### src/rtl/axi_cfg_bridge_mc_if.sv
// Bus bundle for axi_cfg_bridge_mc: AXI-lite slave side plus the shared multi-channel cfg master side.
// m_cfg_wr_strb exists only when AXI_CFG_WSTRB_EN is defined.
interface axi_cfg_bridge_mc_if #(
    parameter int NUM_CH         = 4,
    parameter int CFG_ADDR_WIDTH = 16,
    parameter int CFG_DATA_WIDTH = 32,
    parameter int AXI_ADDR_WIDTH = 32,
    parameter int AXI_DATA_WIDTH = 32
);
    logic [AXI_ADDR_WIDTH-1:0]        s_axi_araddr;
    logic [AXI_ADDR_WIDTH-1:0]        s_axi_awaddr;
    logic                             s_axi_arvalid;
    logic                             s_axi_awvalid;
    logic                             s_axi_wvalid;
    logic                             s_axi_bready;
    logic                             s_axi_rready;
    logic                             s_axi_arready;
    logic                             s_axi_awready;
    logic                             s_axi_wready;
    logic                             s_axi_bvalid;
    logic                             s_axi_rvalid;
    logic [AXI_DATA_WIDTH-1:0]        s_axi_wdata;
    logic [3:0]                       s_axi_wstrb;
    logic [AXI_DATA_WIDTH-1:0]        s_axi_rdata;
    logic [1:0]                       s_axi_bresp;
    logic [1:0]                       s_axi_rresp;
    logic [CFG_ADDR_WIDTH-1:0]        m_cfg_addr;
    logic [CFG_DATA_WIDTH-1:0]        m_cfg_wr_data;
`ifdef AXI_CFG_WSTRB_EN
    logic [3:0]                       m_cfg_wr_strb;
`endif
    logic [NUM_CH-1:0]                m_cfg_wr_en;
    logic [NUM_CH-1:0]                m_cfg_rd_en;
    logic [NUM_CH-1:0]                m_cfg_busy;
    logic [NUM_CH-1:0]                m_cfg_rd_vld;
    logic [NUM_CH*CFG_DATA_WIDTH-1:0] m_cfg_rd_data;

    modport slave (
        input  s_axi_araddr, s_axi_awaddr, s_axi_arvalid, s_axi_awvalid, s_axi_wvalid,
        input  s_axi_bready, s_axi_rready, s_axi_wdata, s_axi_wstrb,
        output s_axi_arready, s_axi_awready, s_axi_wready, s_axi_bvalid, s_axi_rvalid,
        output s_axi_rdata, s_axi_bresp, s_axi_rresp,
`ifdef AXI_CFG_WSTRB_EN
        output m_cfg_wr_strb,
`endif
        output m_cfg_addr, m_cfg_wr_data, m_cfg_wr_en, m_cfg_rd_en,
        input  m_cfg_busy, m_cfg_rd_vld, m_cfg_rd_data
    );

    modport master (
        output s_axi_araddr, s_axi_awaddr, s_axi_arvalid, s_axi_awvalid, s_axi_wvalid,
        output s_axi_bready, s_axi_rready, s_axi_wdata, s_axi_wstrb,
        input  s_axi_arready, s_axi_awready, s_axi_wready, s_axi_bvalid, s_axi_rvalid,
        input  s_axi_rdata, s_axi_bresp, s_axi_rresp,
`ifdef AXI_CFG_WSTRB_EN
        input  m_cfg_wr_strb,
`endif
        input  m_cfg_addr, m_cfg_wr_data, m_cfg_wr_en, m_cfg_rd_en,
        output m_cfg_busy, m_cfg_rd_vld, m_cfg_rd_data
    );
endinterface

### src/rtl/axi_cfg_bridge_mc.sv
// AXI-lite slave to multi-channel cfg bridge: one transaction at a time, non-posted writes, per-access timeout.
// Define AXI_CFG_WSTRB_EN to forward write strobes and skip all-zero-strobe writes.
module axi_cfg_bridge_mc #(
    parameter int NUM_CH         = 4,
    parameter int CFG_ADDR_WIDTH = 16,
    parameter int CFG_DATA_WIDTH = 32,
    parameter int AXI_ADDR_WIDTH = 32,
    parameter int AXI_DATA_WIDTH = 32,
    parameter int CH_SEL_LSB     = 16,
    parameter int TIMEOUT_CYCLES = 256
) (
    input  logic               i_axi_clk,
    input  logic               i_axi_rst,
    axi_cfg_bridge_mc_if.slave bus
);
    localparam int CH_W  = (NUM_CH > 1) ? $clog2(NUM_CH) : 1;
    localparam int TMO_W = $clog2(TIMEOUT_CYCLES + 1);
    localparam logic [1:0] RESP_OKAY   = 2'b00;
    localparam logic [1:0] RESP_SLVERR = 2'b10;
    localparam logic [1:0] RESP_DECERR = 2'b11;

    typedef enum logic [2:0] {IDLE, WR_DATA, CFG_WR, CFG_RD, WR_RESP, RD_DATA} state_t;

    state_t                    state_q;
    logic                      arready_q, awready_q, wready_q, bvalid_q, rvalid_q;
    logic [1:0]                bresp_q, rresp_q;
    logic [AXI_DATA_WIDTH-1:0] rdata_q;
    logic [CFG_ADDR_WIDTH-1:0] addr_q;
    logic [CFG_DATA_WIDTH-1:0] wdata_q;
    logic [NUM_CH-1:0]         wr_en_q, rd_en_q;
    logic [CH_W-1:0]           ch_q;
    logic                      dec_err_q, acc_q;
    logic [TMO_W-1:0]          tmo_q;

    logic                      sel_busy_d, sel_vld_d, tmo_hit_d;
    logic [CFG_DATA_WIDTH-1:0] sel_data_d;

    function automatic logic [CH_W-1:0] ch_of(input logic [AXI_ADDR_WIDTH-1:0] a);
        if (NUM_CH == 1) return '0;
        return a[CH_SEL_LSB +: CH_W];
    endfunction

    function automatic logic ch_ok(input logic [AXI_ADDR_WIDTH-1:0] a);
        return int'(ch_of(a)) < NUM_CH;
    endfunction

    always_comb begin
        sel_busy_d = bus.m_cfg_busy[ch_q];
        sel_vld_d  = bus.m_cfg_rd_vld[ch_q];
        sel_data_d = bus.m_cfg_rd_data[ch_q*CFG_DATA_WIDTH +: CFG_DATA_WIDTH];
        tmo_hit_d  = (tmo_q == TMO_W'(TIMEOUT_CYCLES - 1));
    end

`ifdef AXI_CFG_WSTRB_EN
    logic [3:0] wstrb_q;
    assign bus.m_cfg_wr_strb = wstrb_q;
    logic unused_in;
    assign unused_in = ^{bus.s_axi_araddr, bus.s_axi_awaddr};
`else
    logic unused_in;
    assign unused_in = ^{bus.s_axi_araddr, bus.s_axi_awaddr, bus.s_axi_wstrb};
`endif

    always_ff @(posedge i_axi_clk) begin
        if (i_axi_rst) begin
            state_q   <= IDLE;
            arready_q <= 1'b0;
            awready_q <= 1'b0;
            wready_q  <= 1'b0;
            bvalid_q  <= 1'b0;
            rvalid_q  <= 1'b0;
            bresp_q   <= '0;
            rresp_q   <= '0;
            rdata_q   <= '0;
            addr_q    <= '0;
            wdata_q   <= '0;
            wr_en_q   <= '0;
            rd_en_q   <= '0;
            ch_q      <= '0;
            dec_err_q <= 1'b0;
            acc_q     <= 1'b0;
            tmo_q     <= '0;
`ifdef AXI_CFG_WSTRB_EN
            wstrb_q   <= '0;
`endif
        end else begin
            case (state_q)
                // arready/awready are raised for one cycle; the handshake completes on the following edge
                IDLE: begin
                    if (arready_q) begin
                        arready_q <= 1'b0;
                        if (bus.s_axi_arvalid) begin
                            addr_q <= bus.s_axi_araddr[CFG_ADDR_WIDTH-1:0];
                            ch_q   <= ch_of(bus.s_axi_araddr);
                            if (ch_ok(bus.s_axi_araddr)) begin
                                rd_en_q <= NUM_CH'(1) << ch_of(bus.s_axi_araddr);
                                acc_q   <= 1'b0;
                                tmo_q   <= '0;
                                state_q <= CFG_RD;
                            end else begin
                                rvalid_q <= 1'b1;
                                rresp_q  <= RESP_DECERR;
                                rdata_q  <= '0;
                                state_q  <= RD_DATA;
                            end
                        end
                    end else if (awready_q) begin
                        awready_q <= 1'b0;
                        if (bus.s_axi_awvalid) begin
                            addr_q    <= bus.s_axi_awaddr[CFG_ADDR_WIDTH-1:0];
                            ch_q      <= ch_of(bus.s_axi_awaddr);
                            dec_err_q <= !ch_ok(bus.s_axi_awaddr);
                            wready_q  <= 1'b1;
                            state_q   <= WR_DATA;
                        end
                    end else if (bus.s_axi_arvalid) begin
                        arready_q <= 1'b1;
                    end else if (bus.s_axi_awvalid) begin
                        awready_q <= 1'b1;
                    end
                end
                WR_DATA: begin
                    if (bus.s_axi_wvalid) begin
                        wready_q <= 1'b0;
                        wdata_q  <= bus.s_axi_wdata;
`ifdef AXI_CFG_WSTRB_EN
                        wstrb_q  <= bus.s_axi_wstrb;
`endif
                        if (dec_err_q) begin
                            bvalid_q <= 1'b1;
                            bresp_q  <= RESP_DECERR;
                            state_q  <= WR_RESP;
                        end
`ifdef AXI_CFG_WSTRB_EN
                        else if (bus.s_axi_wstrb == 4'b0000) begin
                            bvalid_q <= 1'b1;
                            bresp_q  <= RESP_OKAY;
                            state_q  <= WR_RESP;
                        end
`endif
                        else begin
                            wr_en_q <= NUM_CH'(1) << ch_q;
                            tmo_q   <= '0;
                            state_q <= CFG_WR;
                        end
                    end
                end
                CFG_WR: begin
                    if (!sel_busy_d || tmo_hit_d) begin
                        wr_en_q  <= '0;
                        bvalid_q <= 1'b1;
                        bresp_q  <= sel_busy_d ? RESP_SLVERR : RESP_OKAY;
                        state_q  <= WR_RESP;
                    end else begin
                        tmo_q <= tmo_q + 1'b1;
                    end
                end
                // Accepted once busy is low; rd_vld is honoured in that same cycle or any later one
                CFG_RD: begin
                    if ((acc_q || !sel_busy_d) && sel_vld_d) begin
                        rd_en_q  <= '0;
                        rdata_q  <= sel_data_d;
                        rresp_q  <= RESP_OKAY;
                        rvalid_q <= 1'b1;
                        state_q  <= RD_DATA;
                    end else if (tmo_hit_d) begin
                        rd_en_q  <= '0;
                        rdata_q  <= '0;
                        rresp_q  <= RESP_SLVERR;
                        rvalid_q <= 1'b1;
                        state_q  <= RD_DATA;
                    end else begin
                        tmo_q <= tmo_q + 1'b1;
                        if (!acc_q && !sel_busy_d) begin
                            rd_en_q <= '0;
                            acc_q   <= 1'b1;
                        end
                    end
                end
                WR_RESP: begin
                    if (bus.s_axi_bready) begin
                        bvalid_q <= 1'b0;
                        state_q  <= IDLE;
                    end
                end
                RD_DATA: begin
                    if (bus.s_axi_rready) begin
                        rvalid_q <= 1'b0;
                        state_q  <= IDLE;
                    end
                end
                default: state_q <= IDLE;
            endcase
        end
    end

    assign bus.s_axi_arready = arready_q;
    assign bus.s_axi_awready = awready_q;
    assign bus.s_axi_wready  = wready_q;
    assign bus.s_axi_bvalid  = bvalid_q;
    assign bus.s_axi_rvalid  = rvalid_q;
    assign bus.s_axi_bresp   = bresp_q;
    assign bus.s_axi_rresp   = rresp_q;
    assign bus.s_axi_rdata   = rdata_q;
    assign bus.m_cfg_addr    = addr_q;
    assign bus.m_cfg_wr_data = wdata_q;
    assign bus.m_cfg_wr_en   = wr_en_q;
    assign bus.m_cfg_rd_en   = rd_en_q;
endmodule

### src/flat_wrapper.sv
// flat-port wrapper written by rule: the top's interface ports become plain ports
module axi_cfg_bridge_mc_flat 
#(
    parameter int NUM_CH         = 4,
    parameter int CFG_ADDR_WIDTH = 16,
    parameter int CFG_DATA_WIDTH = 32,
    parameter int AXI_ADDR_WIDTH = 32,
    parameter int AXI_DATA_WIDTH = 32,
    parameter int CH_SEL_LSB     = 16,
    parameter int TIMEOUT_CYCLES = 256
)
  (i_axi_clk, i_axi_rst, bus_s_axi_araddr, bus_s_axi_awaddr, bus_s_axi_arvalid, bus_s_axi_awvalid, bus_s_axi_wvalid, bus_s_axi_bready, bus_s_axi_rready, bus_s_axi_wdata, bus_s_axi_wstrb, bus_s_axi_arready, bus_s_axi_awready, bus_s_axi_wready, bus_s_axi_bvalid, bus_s_axi_rvalid, bus_s_axi_rdata, bus_s_axi_bresp, bus_s_axi_rresp, bus_m_cfg_addr, bus_m_cfg_wr_data, bus_m_cfg_wr_en, bus_m_cfg_rd_en, bus_m_cfg_busy, bus_m_cfg_rd_vld, bus_m_cfg_rd_data);
  axi_cfg_bridge_mc_if #(.NUM_CH(NUM_CH), .CFG_ADDR_WIDTH(CFG_ADDR_WIDTH), .CFG_DATA_WIDTH(CFG_DATA_WIDTH), .AXI_ADDR_WIDTH(AXI_ADDR_WIDTH), .AXI_DATA_WIDTH(AXI_DATA_WIDTH)) bus_i ();
  input  logic i_axi_clk;
  input  logic i_axi_rst;
  input wire logic [$bits(bus_i.s_axi_araddr)-1:0] bus_s_axi_araddr;
  input wire logic [$bits(bus_i.s_axi_awaddr)-1:0] bus_s_axi_awaddr;
  input wire logic [$bits(bus_i.s_axi_arvalid)-1:0] bus_s_axi_arvalid;
  input wire logic [$bits(bus_i.s_axi_awvalid)-1:0] bus_s_axi_awvalid;
  input wire logic [$bits(bus_i.s_axi_wvalid)-1:0] bus_s_axi_wvalid;
  input wire logic [$bits(bus_i.s_axi_bready)-1:0] bus_s_axi_bready;
  input wire logic [$bits(bus_i.s_axi_rready)-1:0] bus_s_axi_rready;
  input wire logic [$bits(bus_i.s_axi_wdata)-1:0] bus_s_axi_wdata;
  input wire logic [$bits(bus_i.s_axi_wstrb)-1:0] bus_s_axi_wstrb;
  output wire logic [$bits(bus_i.s_axi_arready)-1:0] bus_s_axi_arready;
  output wire logic [$bits(bus_i.s_axi_awready)-1:0] bus_s_axi_awready;
  output wire logic [$bits(bus_i.s_axi_wready)-1:0] bus_s_axi_wready;
  output wire logic [$bits(bus_i.s_axi_bvalid)-1:0] bus_s_axi_bvalid;
  output wire logic [$bits(bus_i.s_axi_rvalid)-1:0] bus_s_axi_rvalid;
  output wire logic [$bits(bus_i.s_axi_rdata)-1:0] bus_s_axi_rdata;
  output wire logic [$bits(bus_i.s_axi_bresp)-1:0] bus_s_axi_bresp;
  output wire logic [$bits(bus_i.s_axi_rresp)-1:0] bus_s_axi_rresp;
  output wire logic [$bits(bus_i.m_cfg_addr)-1:0] bus_m_cfg_addr;
  output wire logic [$bits(bus_i.m_cfg_wr_data)-1:0] bus_m_cfg_wr_data;
  output wire logic [$bits(bus_i.m_cfg_wr_en)-1:0] bus_m_cfg_wr_en;
  output wire logic [$bits(bus_i.m_cfg_rd_en)-1:0] bus_m_cfg_rd_en;
  input wire logic [$bits(bus_i.m_cfg_busy)-1:0] bus_m_cfg_busy;
  input wire logic [$bits(bus_i.m_cfg_rd_vld)-1:0] bus_m_cfg_rd_vld;
  input wire logic [$bits(bus_i.m_cfg_rd_data)-1:0] bus_m_cfg_rd_data;
  assign bus_i.s_axi_araddr = bus_s_axi_araddr;
  assign bus_i.s_axi_awaddr = bus_s_axi_awaddr;
  assign bus_i.s_axi_arvalid = bus_s_axi_arvalid;
  assign bus_i.s_axi_awvalid = bus_s_axi_awvalid;
  assign bus_i.s_axi_wvalid = bus_s_axi_wvalid;
  assign bus_i.s_axi_bready = bus_s_axi_bready;
  assign bus_i.s_axi_rready = bus_s_axi_rready;
  assign bus_i.s_axi_wdata = bus_s_axi_wdata;
  assign bus_i.s_axi_wstrb = bus_s_axi_wstrb;
  assign bus_s_axi_arready = bus_i.s_axi_arready;
  assign bus_s_axi_awready = bus_i.s_axi_awready;
  assign bus_s_axi_wready = bus_i.s_axi_wready;
  assign bus_s_axi_bvalid = bus_i.s_axi_bvalid;
  assign bus_s_axi_rvalid = bus_i.s_axi_rvalid;
  assign bus_s_axi_rdata = bus_i.s_axi_rdata;
  assign bus_s_axi_bresp = bus_i.s_axi_bresp;
  assign bus_s_axi_rresp = bus_i.s_axi_rresp;
  assign bus_m_cfg_addr = bus_i.m_cfg_addr;
  assign bus_m_cfg_wr_data = bus_i.m_cfg_wr_data;
  assign bus_m_cfg_wr_en = bus_i.m_cfg_wr_en;
  assign bus_m_cfg_rd_en = bus_i.m_cfg_rd_en;
  assign bus_i.m_cfg_busy = bus_m_cfg_busy;
  assign bus_i.m_cfg_rd_vld = bus_m_cfg_rd_vld;
  assign bus_i.m_cfg_rd_data = bus_m_cfg_rd_data;
  axi_cfg_bridge_mc #(.NUM_CH(NUM_CH), .CFG_ADDR_WIDTH(CFG_ADDR_WIDTH), .CFG_DATA_WIDTH(CFG_DATA_WIDTH), .AXI_ADDR_WIDTH(AXI_ADDR_WIDTH), .AXI_DATA_WIDTH(AXI_DATA_WIDTH), .CH_SEL_LSB(CH_SEL_LSB), .TIMEOUT_CYCLES(TIMEOUT_CYCLES)) u_core (.i_axi_clk(i_axi_clk), .i_axi_rst(i_axi_rst), .bus(bus_i));
endmodule
### config.mk
export PLATFORM = sky130hd
export DESIGN_NAME = axi_cfg_bridge_mc_flat
export DESIGN_NICKNAME = d
export VERILOG_FILES = /design/src/rtl/axi_cfg_bridge_mc_if.sv /design/src/rtl/axi_cfg_bridge_mc.sv /design/src/flat_wrapper.sv
export SDC_FILE = /design/constraint.sdc
export NUM_CORES = 1
export LEC_CHECK = 0
export BUFFER_PORTS_ARGS = -buffer_cell sky130_fd_sc_hd__buf_2
export CAP_MARGIN = 5
export CORE_AREA = 4 4 128 130
export CTS_CLUSTER_SIZE = 20
export DETAILED_ROUTE_END_ITERATION = 8
export DIE_AREA = 0 0 132 134
export PLACE_DENSITY = 0.63
export SLEW_MARGIN = 10
export SYNTH_ARGS = -nofsm -noshare
export SYNTH_HDL_FRONTEND = slang
export SYNTH_SLANG_ARGS = --single-unit
export TNS_END_PERCENT = 1
### constraint.sdc
create_clock -name i_axi_clk -period 3.2 [get_ports i_axi_clk]
set_input_delay 0.16 -clock i_axi_clk [delete_from_list [all_inputs] [get_ports i_axi_clk]]
set_output_delay 0.16 -clock i_axi_clk [all_outputs]
set_load 0.02 [all_outputs]
* Word level (Yosys, flattened, before mapping) *
Cells that the tools add are included.

storage, ports and cells
  input bits = 243
  word-level logic and storage cells = 147
  register bits = 112

cells by class
  equal/unequal tests = 25
  multiplexer cells = 70
  bitwise logic cells = 2
  shifts and indexed selects = 3
  reduce and logical (&&, ||, !) cells = 29
  magnitude comparators = 1
  add/subtract/negate cells = 1

operators by type and width
  kind                 number
  $shiftx 128x8->32    1
  $mux 16              4
  $mux 32              2
  $mux 9               6
  $pmux 9 s4           1
  $mux 3               10
  $mux 4               7
  $mux 1               22
  $ne 2x2->1 const B   10
  $mux 2               9
  $pmux 3 s6           1
  $pmux 4 s2           2
  $reduce_bool 2->1    7
  $reduce_and 4->1     3
  $reduce_and 5->1     2
  $add 9x1->9 const B  1
  $eq 9x8->1 const B   1
  $ne 2x1->1 const B   4
  $pmux 1 s2           4
  $reduce_and 8->1     1
  $shl 1x2->4 const A  2
  $reduce_and 7->1     1
  $eq 3x2->1 const B   2
  $eq 3x3->1 const B   2
  17 further kinds     26

* Depth between registers and ports, before layout *
  depth after elaboration = 8
  mapped depth = 10
  mapped depth without buffers = 9

* Worst setup path after synthesis *
Ideal clock, no wire load.

  path type = register to register
  from = register u_core.tmo_q[0]
  to = register u_core.tmo_q[4]
  required time = 3.130 ns
  data arrival time = 2.297 ns
  library setup time = 0.070 ns
  setup slack = 0.832 ns
  stages on the path, launching flop included = 10
  cell sequence = dfxtp_1 > ha_1 > nand3_1 > nor2_1 > ha_1 > nand2b_1 > a311o_1 > a211o_1 > or4_1 > a21oi_1

on the way
  longest elaborated chain between the ends = 4
  elaborated cells on any way between the ends = 10
  those cells by class = 1 x add/sub; 3 x eq/ne; 4 x mux; 2 x reduce/logical

ends and longest elaborated chain
  item                                            line                                                                         source
  from (decl)                                     axi_cfg_bridge_mc.sv:33                                                      logic [TMO_W-1:0] tmo_q;
  from (signal assigned)                          axi_cfg_bridge_mc.sv:155                                                     tmo_q <= tmo_q + 1'b1;
  from (signal assigned)                          axi_cfg_bridge_mc.sv:173                                                     tmo_q <= tmo_q + 1'b1;
  $add 9x1->9 or $eq 9x8->1 (tied branches)       axi_cfg_bridge_mc.sv:155, axi_cfg_bridge_mc.sv:173, axi_cfg_bridge_mc.sv:51
  $mux 9 or $logic_or 1x1->1 (tied branches)      axi_cfg_bridge_mc.sv:166, axi_cfg_bridge_mc.sv:149
  $mux 9 or $ne 2x2->1 (tied branches)            n/a
  $pmux 9 s4 or $reduce_and 7->1 (tied branches)  n/a

Several ways; a longest one is shown, not always the timed one. The select of a mux whose other input is x is not followed.
A chain may end at the register's enable or synchronous reset.

* Worst setup path after layout *
Ends and elaborated chain as after synthesis.

==> impl_metrics.py <==
metrics = {
    "clocking": {
        "post_cts_buffers": 0,
        "htreeDepth": 3,
        "cts_root_buf": "clkbuf_16",
        "cts_hold_buf": 0,
        "clkLatencyLatePin_ns": 0.35,
        "cts.sinks": 110,
        "postCtsResizedCells": 0,
        "clk_path_buf_depth": 2,
        "numCtsBuffers": 9,
        "clkTransAtPathRegs_ns": 0.08,
        "cts_tree": "done",
    },
    "synth": {
        "ys_ff_latch": 110,
        "synthTopCellsByArea": "dfxtp_1 44%, mux4_2 15%, a21oi_1 5.7%, a22o_1 5.6%, nand2_1 5.5%",
        "synth_xor_area_share_pct": 0,
        "synth_adder_area_share_pct": 0.4998,
        "syn_area_per_cell_sq_um": 9.838,
        "synth_compound_area_share_pct": 18.02,
        "synth_cell_types": 42,
        "yosys.area.top_type": "dfxtp_1",
        "yosysWarningCount": 0,
        "syn_area_sq_um": 5007,
        "synth-simple-area-share_pct": 14.22,
        "synthCells": 509,
        "yosysSeqAreaShare_pct": 43.98,
        "synth_top_area_share_pct": 43.98,
        "synth_mux_area_share_pct": 19.09,
        "synth_top_family_by_area": "multiplexers",
    },
    "worst_hold_path": {
        "min_to": "u_core.bus.m_cfg_wr_data[5]$_SDFFE_PP0P_",
        "hp-class": "in -> reg",
        "holdCritStartpoint": "bus_s_axi_wdata[5]",
        "min_path_cells": 3,
    },
    "cells_and_area": {
        "layout.nets": 1038,
        "drive_gt1_share_pct": 47.30,
        "area.growth.synth_to_final_pct": 39.36,
        "fin_util_pct": 46.07,
        "fin_cells": 987,
        "final_area_sq_um": 6978,
    },
    "route": {
        "wl_met1_mm": 7.082,
        "routed_wl_mm": 17.55,
        "routed.top_layer": "met4",
        "ant_nets": 0,
        "wl_per_cell_um": 17.78,
        "drtPass1Iterations": 4,
        "vias_per_cell": 5.010,
        "wl_met2_mm": 8.591,
        "wl_met3_mm": 1.593,
        "drt_iter0_markers": 226,
        "vias": 4945,
        "drc": 0,
    },
    "worst_setup_path": {
        "r2r_setup_slack_ns": 0.54,
        "end_kind": "register",
        "timing.rr.start": "u_core.tmo_q[0]$_SDFFE_PP0P_",
        "cp_cell_sequence": "ha_1, nand3_1, nor2_1, ha_1, nand2b_1, a311o_1, a211o_1, or4_1, a21oi_1",
        "setup.worst_path.start_class": "register",
        "worstRegToRegCells": 9,
        "crit_top_cell": "ha_1",
        "crit_type": "reg -> reg",
        "required_ns": 3.48,
        "r2r-end": "u_core.tmo_q[4]$_SDFFE_PP0P_",
        "worst-endpoint-arrival_ns": 2.94,
        "cp.buffers_inverters": 0,
        "max_stage_delay_ns": 0.53,
        "crit_path_top_delay_cell": "or4_1",
        "worst-path-max-fanout": 19,
        "crit_family": "compound AO/OA/AOI/OAI gates",
    },
    "grt": {
        "grt_pass1_vias": 4762,
        "gr-total-overflow": 0,
        "antenna_found_initial": 3,
        "grt_usage_pct": 18.86,
        "grt_pass1_wl_mm": 26.37,
        "grt_max_degree": 60,
    },
    "placed_design": {
        "dpl_cell_area_sq_um": 6699,
        "place_inst": 970,
        "hpwl_mm": 13.64,
        "portBuffers": 305,
        "gp_congestion": 0.7866,
    },
    "timing": {
        "clock_skew_ns": 0.008091,
        "worst_pin_slew_ns": 0.7902,
        "max_freq_mhz": 375.9,
        "maxSlewHeadroom_pct": 47.32,
        "finalCriticalPeriod_ns": 2.660,
        "hold_slack_ns": 0.04048,
        "tns_ns": 0,
        "finalMaxSlewViolations": 0,
        "final_hold_viol_count": 0,
        "rsz0062_at_grt": "false",
        "finalSetupViolations": 0,
        "fin_crit_sh_pct": 83.13,
    },
    "die": {
        "dieHeight_um": 134,
        "io_pins": 340,
        "die_w_um": 132,
        "initial_utilization_pct": 33.06,
        "core_area_sq_um": 15150,
        "dieArea_sq_um": 17690,
        "rows": 45,
    },
    "pwr": {
        "p_switching_w": 0.001057,
        "p_seq_share_pct": 43.7,
        "internal-power_w": 0.002370,
        "pwr-share-comb_pct": 25.4,
        "ir_drop_mv": 0.2402,
        "pwr_density_cell_nw_per_um2": 491.1,
        "switching_share_pct": 30.84,
        "power.leakage_nw": 3.073,
        "power_frac_clock_pct": 30.9,
    },
    "run_status": {
        "status": "complete, no violations",
    },
    "flow_run": {
        "drv_cap": 0,
    },
}
flip-flops by register name, indices dropped and copies added, names as in the netlist, 2 cells and up:
register / count
u_core.bus.m_cfg_addr: 16
u_core.ch_q: 2
u_core.bus.m_cfg_wr_data: 32
u_core.bus.m_cfg_wr_en: 4
u_core.bus.m_cfg_rd_en: 4
u_core.bus.s_axi_rdata: 32
u_core.tmo_q: 9
u_core.state_q: 3
final cells by class:
cell class,count,area [sq um]
repair buffers,317,1617
clock inverters,6,48.80
clock buffers,9,225.2
inverters,7,26.28
multi-input cells,348,2616
well taps,188,235.2
diodes,2,5.005
fillers,1512,8168
flip-flops and latches,110,2205
layout by cell type, fill, tap and decap left out, types with 2 or more instances in the layout:
master,instances
nand3b_1,4
ha_1,2
clkinvlp_4,2
mux4_2,34
a21oi_1,57
nand2_1,74
nor4b_1,2
o21ai_0,8
nand4b_1,2
buf_2,305
clkinv_4,2
nand3_1,7
buf_4,12
a211oi_1,21
or3_1,6
a31oi_1,4
conb_1,2
nor3_1,4
nor4_1,4
or4_1,5
nand2b_1,4
mux2i_1,19
diode_2,2
a22o_1,32
nor2b_1,2
and3_1,2
inv_1,7
dfxtp_1,108
clkbuf_16,9
nor2_1,37
dfxtp_2,2
cells by family (layout without fill, tap and decap cells):
family | after synthesis | in the layout
DFF | 110 | 110
other | 1 | 4
AOI/OAI and AO/OA | 134 | 134
buffers and inverters | 52 | 339
muxes | 53 | 53
and+or+nand+nor | 157 | 157
adders and majority gates | 2 | 2
through the flow:
stage               setup WS, ns  power [W]
floorplan                 0.8325   0.002099
detailed placement        0.5656   0.002405
finish                    0.5400   0.003427
global route              0.3949   0.003611
CTS                       0.5367   0.003477
global placement          0.6199   0.002404
worst register-to-register path, delay by kind of cell (launching register included):
| family | cells | cell delay [ns] |
|---|---|---|
| AO/OA/AOI/OAI | 3 | 0.93 |
| adder cells (fa/ha/maj) | 2 | 0.49 |
| flip-flops | 1 | 0.34 |
| AND/OR/NAND/NOR | 4 | 0.84 |
worst max path at each step:
stage / startpoint / end / slack [ns] / cells past startpoint
global route: u_core.tmo_q[0]$_SDFFE_PP0P_ / u_core.tmo_q[5]$_SDFFE_PP0P_ / 0.39 / 9
finish: u_core.tmo_q[0]$_SDFFE_PP0P_ / u_core.tmo_q[4]$_SDFFE_PP0P_ / 0.54 / 9
detailed placement: u_core.tmo_q[0]$_SDFFE_PP0P_ / u_core.tmo_q[4]$_SDFFE_PP0P_ / 0.57 / 9
CTS: u_core.tmo_q[0]$_SDFFE_PP0P_ / u_core.tmo_q[4]$_SDFFE_PP0P_ / 0.54 / 9
global placement: u_core.tmo_q[0]$_SDFFE_PP0P_ / u_core.tmo_q[4]$_SDFFE_PP0P_ / 0.62 / 9
floorplan: u_core.tmo_q[0]$_SDFFE_PP0P_ / u_core.tmo_q[4]$_SDFFE_PP0P_ / 0.83 / 9
routing by layer:
metal	GRT usage, %	up-vias
met5	0	-
met4	6.126	0
met3	5.889	17
met2	31.47	223
li1	-	2439
met1	23.31	2266
synthesized netlist by cell type (all sizes together):
cell	n
o22ai	1
or4b	1
inv	7
nand2	74
a31o	1
nor2b	2
ha	2
clkbuf	37
nor4b	2
a22o	32
o41ai	1
a211oi	22
or4	5
nand4b	2
nor2	38
a21oi	58
or2	1
nor3	5
and3	2
nor4	4
nand3b	4
a22oi	1
a31oi	4
o21ai	8
a21boi	1
nand2b	4
or3	6
o31ai	1
a311o	1
o21bai	1
mux2i	19
dfxtp	110
a211o	1
conb	1
buf	8
nand3	7
a32oi	1
mux4	34
power by group through the flow:
stage          clock network, W  logic, W  registers (W)
3_5_place_dp                  0  0.000876        0.00153
4_1_cts                 0.00110  0.000880        0.00150
6_report                0.00106  0.000872        0.00150
2_1_floorplan                 0  0.000523        0.00158
5_1_grt                 0.00115  0.000955        0.00151
3_3_place_gp                  0  0.000877        0.00153
(Power assumes the default switching activity.)
